==> src/rtl/uart_rx.sv <==
// 8N1 serial receiver: 2-FF input synchronizer, mid-bit sampling FSM,
// registered parallel word with one-cycle done / framing-error strobes.
module uart_rx #(
  parameter int DATA_WIDTH   = 8,
  parameter int SYS_CLK_FREQ = 50_000_000,
  parameter int BPS          = 9_600
) (
  input  logic                  uart_clk,
  input  logic                  rst_n,
  input  logic                  rx_in,
  output logic [DATA_WIDTH-1:0] rx_out,
  output logic                  rx_done,
  output logic                  rx_frame_err
);

  localparam int CPB   = SYS_CLK_FREQ / BPS;
  localparam int HALF  = CPB / 2;
  localparam int CNT_W = ($clog2(CPB) > 13) ? $clog2(CPB) : 13;
  localparam int IDX_W = (DATA_WIDTH > 1) ? $clog2(DATA_WIDTH) : 1;

  typedef enum logic [2:0] {
    IDLE,
    START,
    DATA,
    STOP,
    WAIT_HIGH
  } state_t;

  state_t                  state_q, state_d;
  logic                    meta_q, meta_d;
  logic                    rx_s_q, rx_s_d;
  logic [CNT_W-1:0]        cnt_q, cnt_d;
  logic [IDX_W-1:0]        bit_idx_q, bit_idx_d;
  logic [DATA_WIDTH-1:0]   shift_q, shift_d;
  logic [DATA_WIDTH-1:0]   rx_out_q, rx_out_d;
  logic                    rx_done_q, rx_done_d;
  logic                    rx_frame_err_q, rx_frame_err_d;
  logic                    rx_s;

  assign rx_s = rx_s_q;

  always_comb begin
    state_d        = state_q;
    meta_d         = rx_in;
    rx_s_d         = meta_q;
    cnt_d          = cnt_q;
    bit_idx_d      = bit_idx_q;
    shift_d        = shift_q;
    rx_out_d       = rx_out_q;
    rx_done_d      = 1'b0;
    rx_frame_err_d = 1'b0;

    unique case (state_q)
      IDLE: begin
        if (!rx_s) begin
          state_d = START;
          cnt_d   = '0;
        end
      end

      START: begin
        if (cnt_q == CNT_W'(HALF - 1)) begin
          cnt_d = '0;
          if (!rx_s) begin
            state_d   = DATA;
            bit_idx_d = '0;
          end else begin
            state_d = IDLE;
          end
        end else begin
          cnt_d = cnt_q + CNT_W'(1);
        end
      end

      DATA: begin
        if (cnt_q == CNT_W'(CPB - 1)) begin
          cnt_d            = '0;
          shift_d[bit_idx_q] = rx_s;
          if (bit_idx_q == IDX_W'(DATA_WIDTH - 1)) begin
            bit_idx_d = '0;
            state_d   = STOP;
          end else begin
            bit_idx_d = bit_idx_q + IDX_W'(1);
          end
        end else begin
          cnt_d = cnt_q + CNT_W'(1);
        end
      end

      STOP: begin
        // Leaving at mid stop bit lets a back-to-back start edge be caught.
        if (cnt_q == CNT_W'(CPB - 1)) begin
          cnt_d = '0;
          if (rx_s) begin
            rx_out_d  = shift_q;
            rx_done_d = 1'b1;
            state_d   = IDLE;
          end else begin
            rx_frame_err_d = 1'b1;
            state_d        = WAIT_HIGH;
          end
        end else begin
          cnt_d = cnt_q + CNT_W'(1);
        end
      end

      WAIT_HIGH: begin
        if (rx_s) begin
          state_d = IDLE;
        end
      end

      default: state_d = IDLE;
    endcase
  end

  always_ff @(posedge uart_clk or negedge rst_n) begin
    if (!rst_n) begin
      state_q        <= IDLE;
      meta_q         <= 1'b1;
      rx_s_q         <= 1'b1;
      cnt_q          <= '0;
      bit_idx_q      <= '0;
      shift_q        <= '0;
      rx_out_q       <= '0;
      rx_done_q      <= 1'b0;
      rx_frame_err_q <= 1'b0;
    end else begin
      state_q        <= state_d;
      meta_q         <= meta_d;
      rx_s_q         <= rx_s_d;
      cnt_q          <= cnt_d;
      bit_idx_q      <= bit_idx_d;
      shift_q        <= shift_d;
      rx_out_q       <= rx_out_d;
      rx_done_q      <= rx_done_d;
      rx_frame_err_q <= rx_frame_err_d;
    end
  end

  assign rx_out       = rx_out_q;
  assign rx_done      = rx_done_q;
  assign rx_frame_err = rx_frame_err_q;

endmodule

==> config.mk <==
export PLATFORM = sky130hd
export DESIGN_NAME = uart_rx
export DESIGN_NICKNAME = d
export VERILOG_FILES = /design/src/rtl/uart_rx.sv
export SDC_FILE = /design/constraint.sdc
export NUM_CORES = 1
export LEC_CHECK = 0
export CAP_MARGIN = 25
export CORE_AREA = 3 3 48 94
export CTS_BUF_LIST = sky130_fd_sc_hd__clkbuf_16
export CTS_CLUSTER_DIAMETER = 150
export CTS_CLUSTER_SIZE = 40
export DETAILED_ROUTE_END_ITERATION = 8
export DIE_AREA = 0 0 51 97
export GPL_TIMING_DRIVEN = 0
export PLACE_DENSITY = 0.82
export SYNTH_ARGS = -nofsm -noshare
export SYNTH_HDL_FRONTEND = slang
export SYNTH_SLANG_ARGS = --single-unit
==> constraint.sdc <==
create_clock -name uart_clk -period 2.2 [get_ports uart_clk]
set_clock_uncertainty 0.1 [all_clocks]
set_input_delay 0.44 -clock uart_clk [delete_from_list [all_inputs] [get_ports uart_clk]]
set_output_delay 0.44 -clock uart_clk [all_outputs]
set_load 0.1 [all_outputs]
Word-level counts from Yosys, hierarchy flattened
Cells that the tools add are included.
{"block": "op_classes", "shifts": 0, "mul": 0, "n_bitwise": 0, "reduce_logical": 10, "addsub": 2, "magnitude_cmp": 2, "eq_ne": 14, "mux": 27, "div_mod_pow": 0}
{"operator": "13-bit 2-to-1 mux", "count": 3}
{"operator": "13-bit case mux with 3 select lines", "count": 1}
{"operator": "3-bit 2-to-1 mux", "count": 11}
{"operator": "3-bit case mux with 5 select lines", "count": 1}
{"operator": "2-bit != test (second input constant)", "count": 7}
{"operator": "13-bit by 1-bit adder with 13-bit output (second input constant)", "count": 1}
{"operator": "13-bit by 12-bit equality test with 1-bit output (second input constant)", "count": 1}
{"operator": "13-bit equality test (second input constant)", "count": 1}
{"operator": "8-bit bitwise mux", "count": 1}
{"operator": "1-bit 2-to-1 mux", "count": 7}
{"operator": "3-bit by 2-bit equality test with 1-bit output (second input constant)", "count": 2}
{"operator": "3-bit equality test (second input constant)", "count": 2}
{"operator": "3-bit case mux with 2 select lines", "count": 1}
{"operator": "6-bit AND reduction", "count": 1}
{"operator": "3-bit by 4-bit < comparator with 1-bit output (second input constant)", "count": 1}
{"operator": "2-bit AND reduction", "count": 2}
{"operator": "4-bit AND reduction", "count": 1}
{"operator": "3-bit by 1-bit adder with 3-bit output (second input constant)", "count": 1}
{"operator": "1-bit demux with 3-bit select", "count": 1}
{"operator": "3-bit by 1-bit equality test with 1-bit output (second input constant)", "count": 1}
{"operator": "3-bit by 1-bit >= comparator with 1-bit output (second input constant)", "count": 1}
{"operator": "3-bit zero test", "count": 1}
{"operator": "3-bit AND reduction", "count": 1}
{"operator": "3-bit nonzero test", "count": 1}
{"operator": "other kinds (4)", "count": 4}
{"block": "totals", "latchBits": 0, "out_inout_bits": 10, "mem_bits_rw": 0, "register_bits": 39, "input_bits": 3, "mem_bits_ro": 0, "wordCells": 64, "n_memories": 0}

Depth between registers and ports, before layout
{"block": "logic_depth", "ltp_word": 5, "depth_mapped": 7, "depth_no_buf": 6}

Least setup slack after synthesis
Ideal clock, no wire load.
{"block": "synth_path", "path_kind": "flip-flop to flip-flop", "start": "reg cnt_q[0]", "end": "reg shift_q[4]", "path_stages_with_launch": 7, "synth_period_minus_slack_ns": 2.164, "path_buffers": 0, "arrival_time_ns": 1.939, "required_ns": 1.975, "setup_ns": 0.125, "slack_ns": 0.036, "path_cell_list": "dfrtp_1 > ha_1 > nor3b_1 > nand4_2 > or3_4 > nor4b_2 > mux2_2"}
{"block": "synth_via", "elab_chain_cells": 2}
{"item": "start: declaration", "line": "32", "rtl": "logic [CNT_W-1:0] cnt_q, cnt_d;"}
{"item": "start signal: assignment", "line": "132", "rtl": "cnt_q <= cnt_d;"}
{"item": "13-bit equality test", "line": "76", "rtl": "if (cnt_q == CNT_W'(CPB - 1)) begin"}
{"item": "2-bit AND reduction (no source line)"}
{"item": "end signal: assignment", "line": "134", "rtl": "shift_q <= shift_d;"}
{"item": "end: declaration", "line": "34", "rtl": "logic [DATA_WIDTH-1:0] shift_q, shift_d;"}
No other way between the ends.
A chain may end at the register's enable or synchronous reset.

Worst setup path after layout
{"block": "layout_path", "start": "reg cnt_q[1]", "end": "reg shift_q[2]"}
Same word-level chain as after synthesis.

==> impl_metrics.json <==
{
  "outcome": "finished with violations",
  "failed_checks": "setup timing",
  "clock-sinks": 39,
  "post_drt_wl_per_cell_um": 17.6,
  "layout_worst_path_cycle_share": 1.00,
  "muxShareOfSynthArea": 0.0961,
  "routed_via_density": 5.96,
  "setup_viol_count_final": 1,
  "cts.root.buffer_cell": "sky130_fd_sc_hd__clkbuf_16",
  "gp_congestion": 0.868,
  "yosysWarningCount": 0,
  "antenna_nets_post_route": 0,
  "netlist-cell-type-count": 44,
  "total_negative_setup_slack_ns": -0.0000904,
  "async_reset_ff_frac": 1.00,
  "cts-root-to-sink-buffers": 2,
  "storage_element_area_um2": 980,
  "number_of_fill_cells_in_the_layout": 307,
  "dpl.hpwl_um": 2890,
  "io_buffers": 12,
  "grt_max_degree": 40,
  "cap_violations": 0,
  "critical_path_peak_fanout": 6,
  "grt_antenna_before_repair": 0,
  "synth.yosys.seq_area_share": 0.495,
  "synth_seq_cells": 39,
  "maxSlewHeadroom": 0.359,
  "globalRouteOverflowTotal": 0,
  "synth_top_family_by_area": "simple AND/OR/NAND/NOR gates",
  "die-width_um": 51,
  "worst_r2r_path_depth": 6,
  "timing.critical_path.arrival_ns": 2.27,
  "critical_path.reg2reg.startpoint": "cnt_q[1]",
  "synth_fp_nets": 187,
  "htreeDepth": 2,
  "slew_violations": 0,
  "vdd_ir_drop_max_v": 0.000745,
  "synth_adder_area_share": 0.0190,
  "lkg_pwr_nw": 1.14,
  "route.vias.total": 1544,
  "slowest_delay_ns": 0.44,
  "clk_pin_slew_worst_paths_ns": 0.06,
  "multi_input_combinational_cell_area_um2": 1080,
  "area.growth.synth_to_final_pct": 26.5,
  "timing.critical_path.from_type": "register",
  "final_layout_size_suffix_gt1_frac": 0.284,
  "die_height_um": 97,
  "setup_slack_ns": -0.0000904,
  "synth_area_leader_cell": "sky130_fd_sc_hd__dfrtp_1",
  "drt-total-wl_um": 4550,
  "critical_path_required_ns": 2.27,
  "setup.worst_path.class": "reg2reg",
  "maxClockFrequency_mhz": 455,
  "syn-instance-count": 181,
  "synthesis.area_per_instance_um2": 10.9,
  "num-nets-final": 213,
  "power-per-cell-area_nw_per_um2": 621,
  "initial_core_util": 0.509,
  "netlist_area_um2": 1980,
  "core_um2": 3880,
  "holdBufCountCts": 0,
  "period_needed_ns": 2.20,
  "clk-insertion-delay-late_ns": 0.29,
  "grt_pass1_wl_um": 7450,
  "floorplan.rows": 32,
  "capture_point_of_the_worst_reg_to_reg_path": "shift_q[2]",
  "path_buf_inv": 0,
  "finalHoldWorstSlack_ns": 0.168,
  "fp.dieArea_um2": 4950,
  "crit_chain": "ha_4 -> nor3b_4 -> nand4_4 -> or3_4 -> nor4b_4 -> mux2_4",
  "yosys.area_share.simple": 0.240,
  "slowest_stage": "sky130_fd_sc_hd__or3_4",
  "design.portCount": 13,
  "drcViolationCount": 0,
  "endpoint_kind": "register",
  "post_synth_xor_area_fraction": 0.0177,
  "yosysTopAreaCellShare": 0.468,
  "r2r_slack_ns": -0.00009,
  "timing.critical_path.max_delay_family": "simple AND/OR/NAND/NOR gates",
  "yosys-top-cells-area": "sky130_fd_sc_hd__dfrtp_1 47%, sky130_fd_sc_hd__mux2_2 9.1%, sky130_fd_sc_hd__nand2_1 2.8%",
  "grt_pass1_vias": 1637,
  "antenna_diode_instance_count": 0,
  "synth-compound-area-share": 0.106,
  "cts_tree": "done",
  "finalHoldViolCount": 0,
  "length_of_the_first_detailed_routing_pass_in_iterations": 4,
  "tightest_slew_ns": 0.965,
  "synth_flop_cell": "sky130_fd_sc_hd__dfrtp_1",
  "holdCritPathClass": "in2async",
  "number_of_clock_buffers_inserted_by_tritoncts": 5,
  "track_usage": 0.198,
  "drt_iter0_drc": 38,
  "setup_repair_after_global_routing_missed_its_margin": "yes",
  "synth-edff-count": 0
}
[routing by layer]
metal | vias to the layer above | routed length, um | global-route usage
met1 | 772 | 1540 | 0.191
met2 | 38 | 2680 | 0.357
met5 | - | 0 | 0
met4 | 0 | 194 | 0.129
li1 | 715 | - | -
met3 | 19 | 138 | 0.0416
[where the power goes]
group,internal (mW),switching (mW)
registers,0.721,0.00206
logic,0.00356,0.0178
clock network,0.528,0.282
total,1.25,0.301
[kinds of logic (layout without fill, tap and decap cells)]
group	count (synthesis)	count (layout)
adder cells (fa/ha/maj)	3	3
buffers and inverters	13	40
flip-flops	39	39
XOR/XNOR	4	4
AO/OA/AOI/OAI	32	32
multiplexers	17	17
AND/OR/NAND/NOR	73	73
[stage by stage]
stage | worst slack, ns | instance area [um^2] | cells | utilization | power, mW
floorplan | 0.0360 | 1980 | 181 | - | 0.739
global placement | -0.342 | 2160 | 244 | 0.557 | 0.758
detailed placement | -0.210 | 2160 | 244 | 0.555 | 0.757
CTS | -0.0125 | 2440 | 259 | 0.628 | 1.56
global route | -0.0691 | 2500 | 259 | 0.644 | 1.59
finish | -0.0000904 | 2500 | 259 | 0.644 | 1.55
[worst max-delay path by stage]
stage          depth (start not counted)  slack [ns]      from          to
3_5_place_dp                           6       -0.21  cnt_q[0]  shift_q[0]
6_report                               6    -0.00009  cnt_q[1]  shift_q[2]
5_1_grt                                6       -0.07  cnt_q[1]  shift_q[2]
3_3_place_gp                           1       -0.34     rst_n     rx_done
4_1_cts                                6       -0.01  cnt_q[1]    cnt_q[4]
2_1_floorplan                          6        0.04  cnt_q[0]  shift_q[4]
[cells in the mapped netlist (2+ instances only)]
library cell and number:
sky130_fd_sc_hd__dfrtp_1 37, sky130_fd_sc_hd__a21oi_1 11, sky130_fd_sc_hd__nand3_1 9, sky130_fd_sc_hd__a22oi_1 2
sky130_fd_sc_hd__or3_1 2, sky130_fd_sc_hd__and3_1 2, sky130_fd_sc_hd__xnor2_1 4, sky130_fd_sc_hd__nor4bb_1 2
sky130_fd_sc_hd__clkbuf_1 5, sky130_fd_sc_hd__or2_2 2, sky130_fd_sc_hd__nor3b_1 3, sky130_fd_sc_hd__o21ai_0 6
sky130_fd_sc_hd__a22o_1 4, sky130_fd_sc_hd__mux2_2 16, sky130_fd_sc_hd__nor4b_2 2, sky130_fd_sc_hd__nor2_1 10
sky130_fd_sc_hd__nor3_1 4, sky130_fd_sc_hd__a31oi_1 4, sky130_fd_sc_hd__nand4b_1 2, sky130_fd_sc_hd__ha_1 3
sky130_fd_sc_hd__nor3_2 2, sky130_fd_sc_hd__nand2_1 15, sky130_fd_sc_hd__inv_1 5, sky130_fd_sc_hd__and4bb_2 2
sky130_fd_sc_hd__dfstp_2 2, sky130_fd_sc_hd__buf_2 2, sky130_fd_sc_hd__nand4_1 2, sky130_fd_sc_hd__nor4_1 2
sky130_fd_sc_hd__nand2b_1 4
[state kept, by name, indices dropped and copies added, names as in the netlist]
register and count:
rx_done 1, cnt_q 13, meta_q 1, rx_s 1, rx_frame_err 1, rx_out 8, state_q 3, bit_idx_q 3
shift_q 8
[layout by cell type (no fill, tap or decap), drive strengths merged, types with 2 or more instances in the layout]
cell type / count
a21oi: 11
a22o: 4
a22oi: 2
a31oi: 4
and3: 2
and4bb: 2
buf: 11
clkbuf: 10
clkinv: 2
dfrtp: 37
dfstp: 2
dlygate4sd2: 10
ha: 3
inv: 5
mux2: 16
nand2: 15
nand2b: 4
nand3: 9
nand4: 3
nand4b: 2
nor2: 10
nor3: 6
nor3b: 3
nor4: 3
nor4b: 3
nor4bb: 2
o21ai: 6
or2: 2
or3: 3
xnor2: 4
[layout make-up]
| cell class | count | area share |
|---|---|---|
| clock inverters | 3 | 0.0155 |
| plain buffers | 8 | 0.0155 |
| inverters | 5 | 0.00750 |
| multi-input cells | 129 | 0.433 |
| flip-flops and latches | 39 | 0.392 |
| clock buffers | 5 | 0.0500 |
| well taps | 51 | 0.0255 |
| repair buffers | 19 | 0.0620 |
[repair_timing]
item	CTS	global route
buffers inserted	7	0
pin swaps	8	4
resized for setup	23	11
endpoints found under the setup margin	39	35
hold endpoints to repair	0	0
No activity file was read; power rests on OpenSTA's default activity.
==> RTL change 1 (config.mk and constraints unchanged) <==
Re-encode `state_t` (5 states) as Gray code, 3 bits wide.
--- a/src/rtl/uart_rx.sv
+++ b/src/rtl/uart_rx.sv
@@ -19,11 +19,11 @@
   localparam int IDX_W = (DATA_WIDTH > 1) ? $clog2(DATA_WIDTH) : 1;
 
   typedef enum logic [2:0] {
-    IDLE,
-    START,
-    DATA,
-    STOP,
-    WAIT_HIGH
+    IDLE      = 3'b000,
+    START     = 3'b001,
+    DATA      = 3'b011,
+    STOP      = 3'b010,
+    WAIT_HIGH = 3'b110
   } state_t;
 
   state_t                  state_q, state_d;
Behaviour: same outputs for any inputs over 10 cycles, from zero or initial values and one cycle with rst_n low; not proved beyond that.
==> RTL change 1 against the original RTL <==
- the flow still finishes with violations (setup timing)
- sequential cell count stayed put
- maximum frequency decreased by 9.5%
- routed wire length up 1.3%
- critical endpoint unchanged
- count of clock-buffer cells in the layout did not move
- area after synthesis rose by 3.5%
- critical path depth fell by 2
- clock power down 16%
- sequential power about the same
- final area up 0.25%
- largest cell class unchanged
- setup slack lost 0.23 ns
- synthesized cell count rose by 4.4%
- power down 8.3%
==> RTL change 1: results (changes against the original RTL) <==
stage;metric;value;unit;change
run_status;status;finished with violations;;
timing;Setup violations, final;10;;+9
detailed_routing;final WL;4.610;mm;+1.3%
placement;GP Congestion;0.8829;;+1.7%
global_routing;first-pass GRT wire length;7.659;mm;+2.9%
detailed_routing;met1 WL;1.594;mm;+3.7%
placement;detailed placement HPWL;3.009;mm;+4.1%
setup_path;FF-to-FF path depth;4;;-2
layout;share of layout cells above drive strength 1;0.2676;;-0.01605
synthesis;syn nets;195;;+4.3%
setup_path;critical path fanouts, max;8;;+2
timing;setup total negative slack;-1.695;ns;-1.695 ns
detailed_routing;Iteration-0 DRC Markers;70;;+84%
global_routing;number of global-route vias before repair;1653;;+0.98%
run_status;failing checks;setup timing;;
global_routing;met2 global-route usage;0.3771;;+0.01990
layout;net count reported at finish;218;;+2.3%
placement;pre-CTS WS;-0.4400;ns;-0.2302 ns
power_and_ir_drop;Leak;1.088;nW;-4.8%
layout;Fillers;314;;+2.3%
synthesis;Area contributors post-synth;dfrtp_1 45%, mux2_1 9.3%, nand2_1 4.4%;;
timing;setup slack after layout;-0.2308;ns;-0.2307 ns
global_routing;met1 global-route usage;0.1986;;+0.007919
power_and_ir_drop;Worst VDD drop;0.4027;mV;-46%
global_routing;GRT met3 Usage;0.03544;;-0.006163
synthesis;sequential element share of the synthesized area;0.4777;;-0.01692
placement;DP Area;2227;um^2;+3.2%
setup_path;Arr. time, crit path;2.50;ns;+0.23 ns
RTL change 1: worst paths after layout:
path                                            end            startpoint  slack [ns]
setup / recovery             shift_q[2]$_DFFE_PN0P_  cnt_q[8]$_DFFE_PN0P_       -0.23
hold / removal             bit_idx_q[2]$_DFFE_PN0P_                 rst_n        0.18
setup reg to reg             shift_q[2]$_DFFE_PN0P_  cnt_q[8]$_DFFE_PN0P_       -0.23
hold reg to reg                      rx_s$_DFF_PN1_      meta_q$_DFF_PN1_        0.25
max in group asynchronous      cnt_q[3]$_DFFE_PN0P_                 rst_n        1.21
min in group uart_clk                rx_s$_DFF_PN1_      meta_q$_DFF_PN1_        0.25
RTL change 1: kinds of logic (layout without fill, tap and decap cells):
| group | count (synthesis) | after routing | share of synthesized area |
|---|---|---|---|
| simple gates | 78 | 78 | 0.2346 |
| flops | 39 | 39 | 0.4777 |
| compound gates | 29 | 29 | 0.1002 |
| mux | 20 | 20 | 0.1100 |
| buf+inv | 17 | 41 | 0.04642 |
| fa+ha+maj | 3 | 3 | 0.01833 |
| xor+xnor | 3 | 3 | 0.01283 |
RTL change 1: layout make-up:
cell class              instances  area, um^2  area share
multi-input cells             133        1081      0.4309
flip-flops and latches         39       985.9      0.3930
repair buffers                 19       167.7     0.06683
clock buffers                   5       125.1     0.04988
well taps                      51       63.81     0.02544
plain buffers                   8       47.55     0.01895
inverters                       6       22.52    0.008978
clock inverters                 3       15.01    0.005985
RTL change 1: report_power, final:
part / switching [mW] / total, mW / internal [mW]
Clock: 0.268 / 0.680 / 0.413
Sequential: 0.00102 / 0.722 / 0.721
Combinational: 0.0177 / 0.0224 / 0.00472
RTL change 1: worst max-delay path: stages, from the launching register on:
cell,delay (ns)
dfrtp_1,0.41
or4b_4,0.55
or4_4,0.64
nor4b_4,0.29
mux2_4,0.32
==> RTL change 2 (config.mk and constraints unchanged) <==
Made on the original files. Set the parameter `SYS_CLK_FREQ` to 12_500_000 (it was 50_000_000).
--- a/src/rtl/uart_rx.sv
+++ b/src/rtl/uart_rx.sv
@@ -2,7 +2,7 @@
 // registered parallel word with one-cycle done / framing-error strobes.
 module uart_rx #(
   parameter int DATA_WIDTH   = 8,
-  parameter int SYS_CLK_FREQ = 50_000_000,
+  parameter int SYS_CLK_FREQ = 12_500_000,
   parameter int BPS          = 9_600
 ) (
   input  logic                  uart_clk,
Formal check against the unedited RTL: same outputs for any inputs over 10 cycles, from zero or initial values and one cycle with rst_n low; that may be too few to reach the edited logic, so the function may still have changed.
==> RTL change 2 against the original RTL <==
- sequential cell count did not move
- routed wire length rose by 18%
- die area did not move
- final area rose by 6.3%
- sequential share of layout area fell by 2.0 points
- synthesized cell count rose by 13%
- the flow still finishes with violations (setup timing)
- power rose by 8.0%
- critical path type unchanged
- utilization rose by 4.1 points
- clock power rose by 15%
- first-iteration DRC count rose to 3.1 times the old value
- setup slack got worse by 0.19 ns
- area after synthesis rose by 4.2%
==> RTL change 2: results (changes against the original RTL) <==
stage;metric;value;unit;change
run_status;status;finished with violations;;
run_status;failing checks;setup timing;;
clocking;clk buf depth;2;;unchanged
synthesis;dominant synthesized flop cell;dfrtp_1;;
power_and_ir_drop;pwr dens;631.0;nW/um^2;+1.6%
synthesis;xor/xnor cell area share of the yosys netlist;0;;-0.01771
synthesis;sequential element share of the synthesized area;0.4748;;-0.01982
setup_path;Arr. time, crit path;2.46;ns;+0.19 ns
global_routing;first-pass GRT wire length;8.314;mm;+12%
detailed_routing;Iteration-0 DRC Markers;118;;+210%
timing;setup slack after layout;-0.1871;ns;-0.1870 ns
synthesis;post-synthesis compound-gate area fraction;0.1469;;+0.04067
placement;GP Congestion;0.8726;;+0.48%
setup_path;Max stage delay on crit path;0.63;ns;+0.19 ns
placement;DP Area;2250;um^2;+4.3%
timing;Tightest Pin Transition;0.9570;ns;-0.008009 ns
synthesis;Synth Area in Adders;0.03036;;+0.01138
global_routing;GRT Util Overall;0.2179;;+0.01954
clocking;Root Buffer;clkbuf_16;;
synthesis;synth cell count leaders;37 x dfrtp_1, 15 x mux2_2, 15 x nor2_1;;
detailed_routing;DR WL/cell;18.82;um;+7.1%
placement;pre-CTS WS;-0.3944;ns;-0.1846 ns
placement;detailed placement HPWL;3.282;mm;+14%
layout;net count reported at finish;242;;+14%
timing;Setup violations, final;14;;+13
setup_path;CP max-delay cell;or4_4;;
synthesis;mux cell area share after synthesis;0.09229;;-0.003853
setup_path;critical path fanouts, max;7;;+1
power_and_ir_drop;Leak;1.230;nW;+7.6%
detailed_routing;via count;1829;;+18%
layout;share of layout cells above drive strength 1;0.3021;;+0.01847
synthesis;Area contributors post-synth;dfrtp_1 45%, mux2_2 8.2%, ha_1 3.0%;;
## RTL change 2: changes by cell type in the layout (fill, tap and decap cells not counted), moves of 5 or more
cell	unedited run	this run
o22ai_1	0	5
dfrtp_1	36	29
dfrtp_2	1	8
nor2_1	10	15
buf_4	7	13
nand2_1	14	9
inv_1	5	14
a21oi_1	11	5
a22oi_1	1	6
## RTL change 2: logic make-up (layout without fill, tap and decap cells)
group / after synthesis / after routing
flip-flops: 39 / 39
buffers and inverters: 23 / 54
AO/OA/AOI/OAI: 45 / 45
multiplexers: 17 / 17
adder cells (fa/ha/maj): 5 / 5
AND/OR/NAND/NOR: 75 / 75
## RTL change 2: where the power goes
part           switching [mW]  leakage (nW)  total [mW]  internal (mW)
sequential            0.00199         0.513       0.723          0.721
combinational          0.0179         0.623      0.0221        0.00419
clock                   0.289        0.0952       0.935          0.646
total                   0.309          1.23        1.68           1.37
## RTL change 2: final timing paths
| path | start | cells after the start | slack, ns | end |
|---|---|---|---|---|
| max | cnt_q[9]$_DFFE_PN0P_ | 4 | -0.19 | shift_q[6]$_DFFE_PN0P_ |
| min | rst_n | 1 | 0.17 | cnt_q[2]$_DFFE_PN0P_ |
| max in group asynchronous | rst_n | 1 | 1.23 | state_q[2]$_DFFE_PN0P_ |
| min reg2reg | meta_q$_DFF_PN1_ | 0 | 0.26 | rx_s$_DFF_PN1_ |
| max reg2reg | cnt_q[9]$_DFFE_PN0P_ | 4 | -0.19 | shift_q[6]$_DFFE_PN0P_ |
| min in group uart_clk | meta_q$_DFF_PN1_ | 0 | 0.26 | rx_s$_DFF_PN1_ |
## RTL change 2: area by class of cell
type / instances / area, um^2 / area share
multi-input combinational: 142 / 1125 / 0.4227
sequential: 39 / 988.4 / 0.3714
timing repair buffer: 26 / 211.5 / 0.07945
clock buffer: 5 / 125.1 / 0.04701
clock inverter: 3 / 63.81 / 0.02398
tap: 51 / 63.81 / 0.02398
inverter: 13 / 48.80 / 0.01834
buffer: 7 / 35.03 / 0.01316
## RTL change 2: worst reg2reg max path: stages, from the launching register on
cell and delay, ns:
dfrtp_2 0.45, nand4b_1 0.36, or4_4 0.63, or4_4 0.43, mux2_4 0.31
## RTL change 2: metal layers
layer | track usage | up-vias | share of wire
met5 | 0 | - | 0
met4 | 0.1556 | 0 | 0.055
met3 | 0.03082 | 26 | 0.043
met2 | 0.3851 | 74 | 0.55
met1 | 0.2197 | 904 | 0.36
li1 | - | 825 | -
## RTL change 2: what timing repair did
| action | CTS | global route |
|---|---|---|
| endpoints found under the setup margin | 44 | 31 |
| hold buffers | 0 | 0 |
| setup buffers | 7 | 7 |
| pin swaps | 4 | 3 |
| resized for setup | 29 | 16 |
| cloned | 0 | 0 |
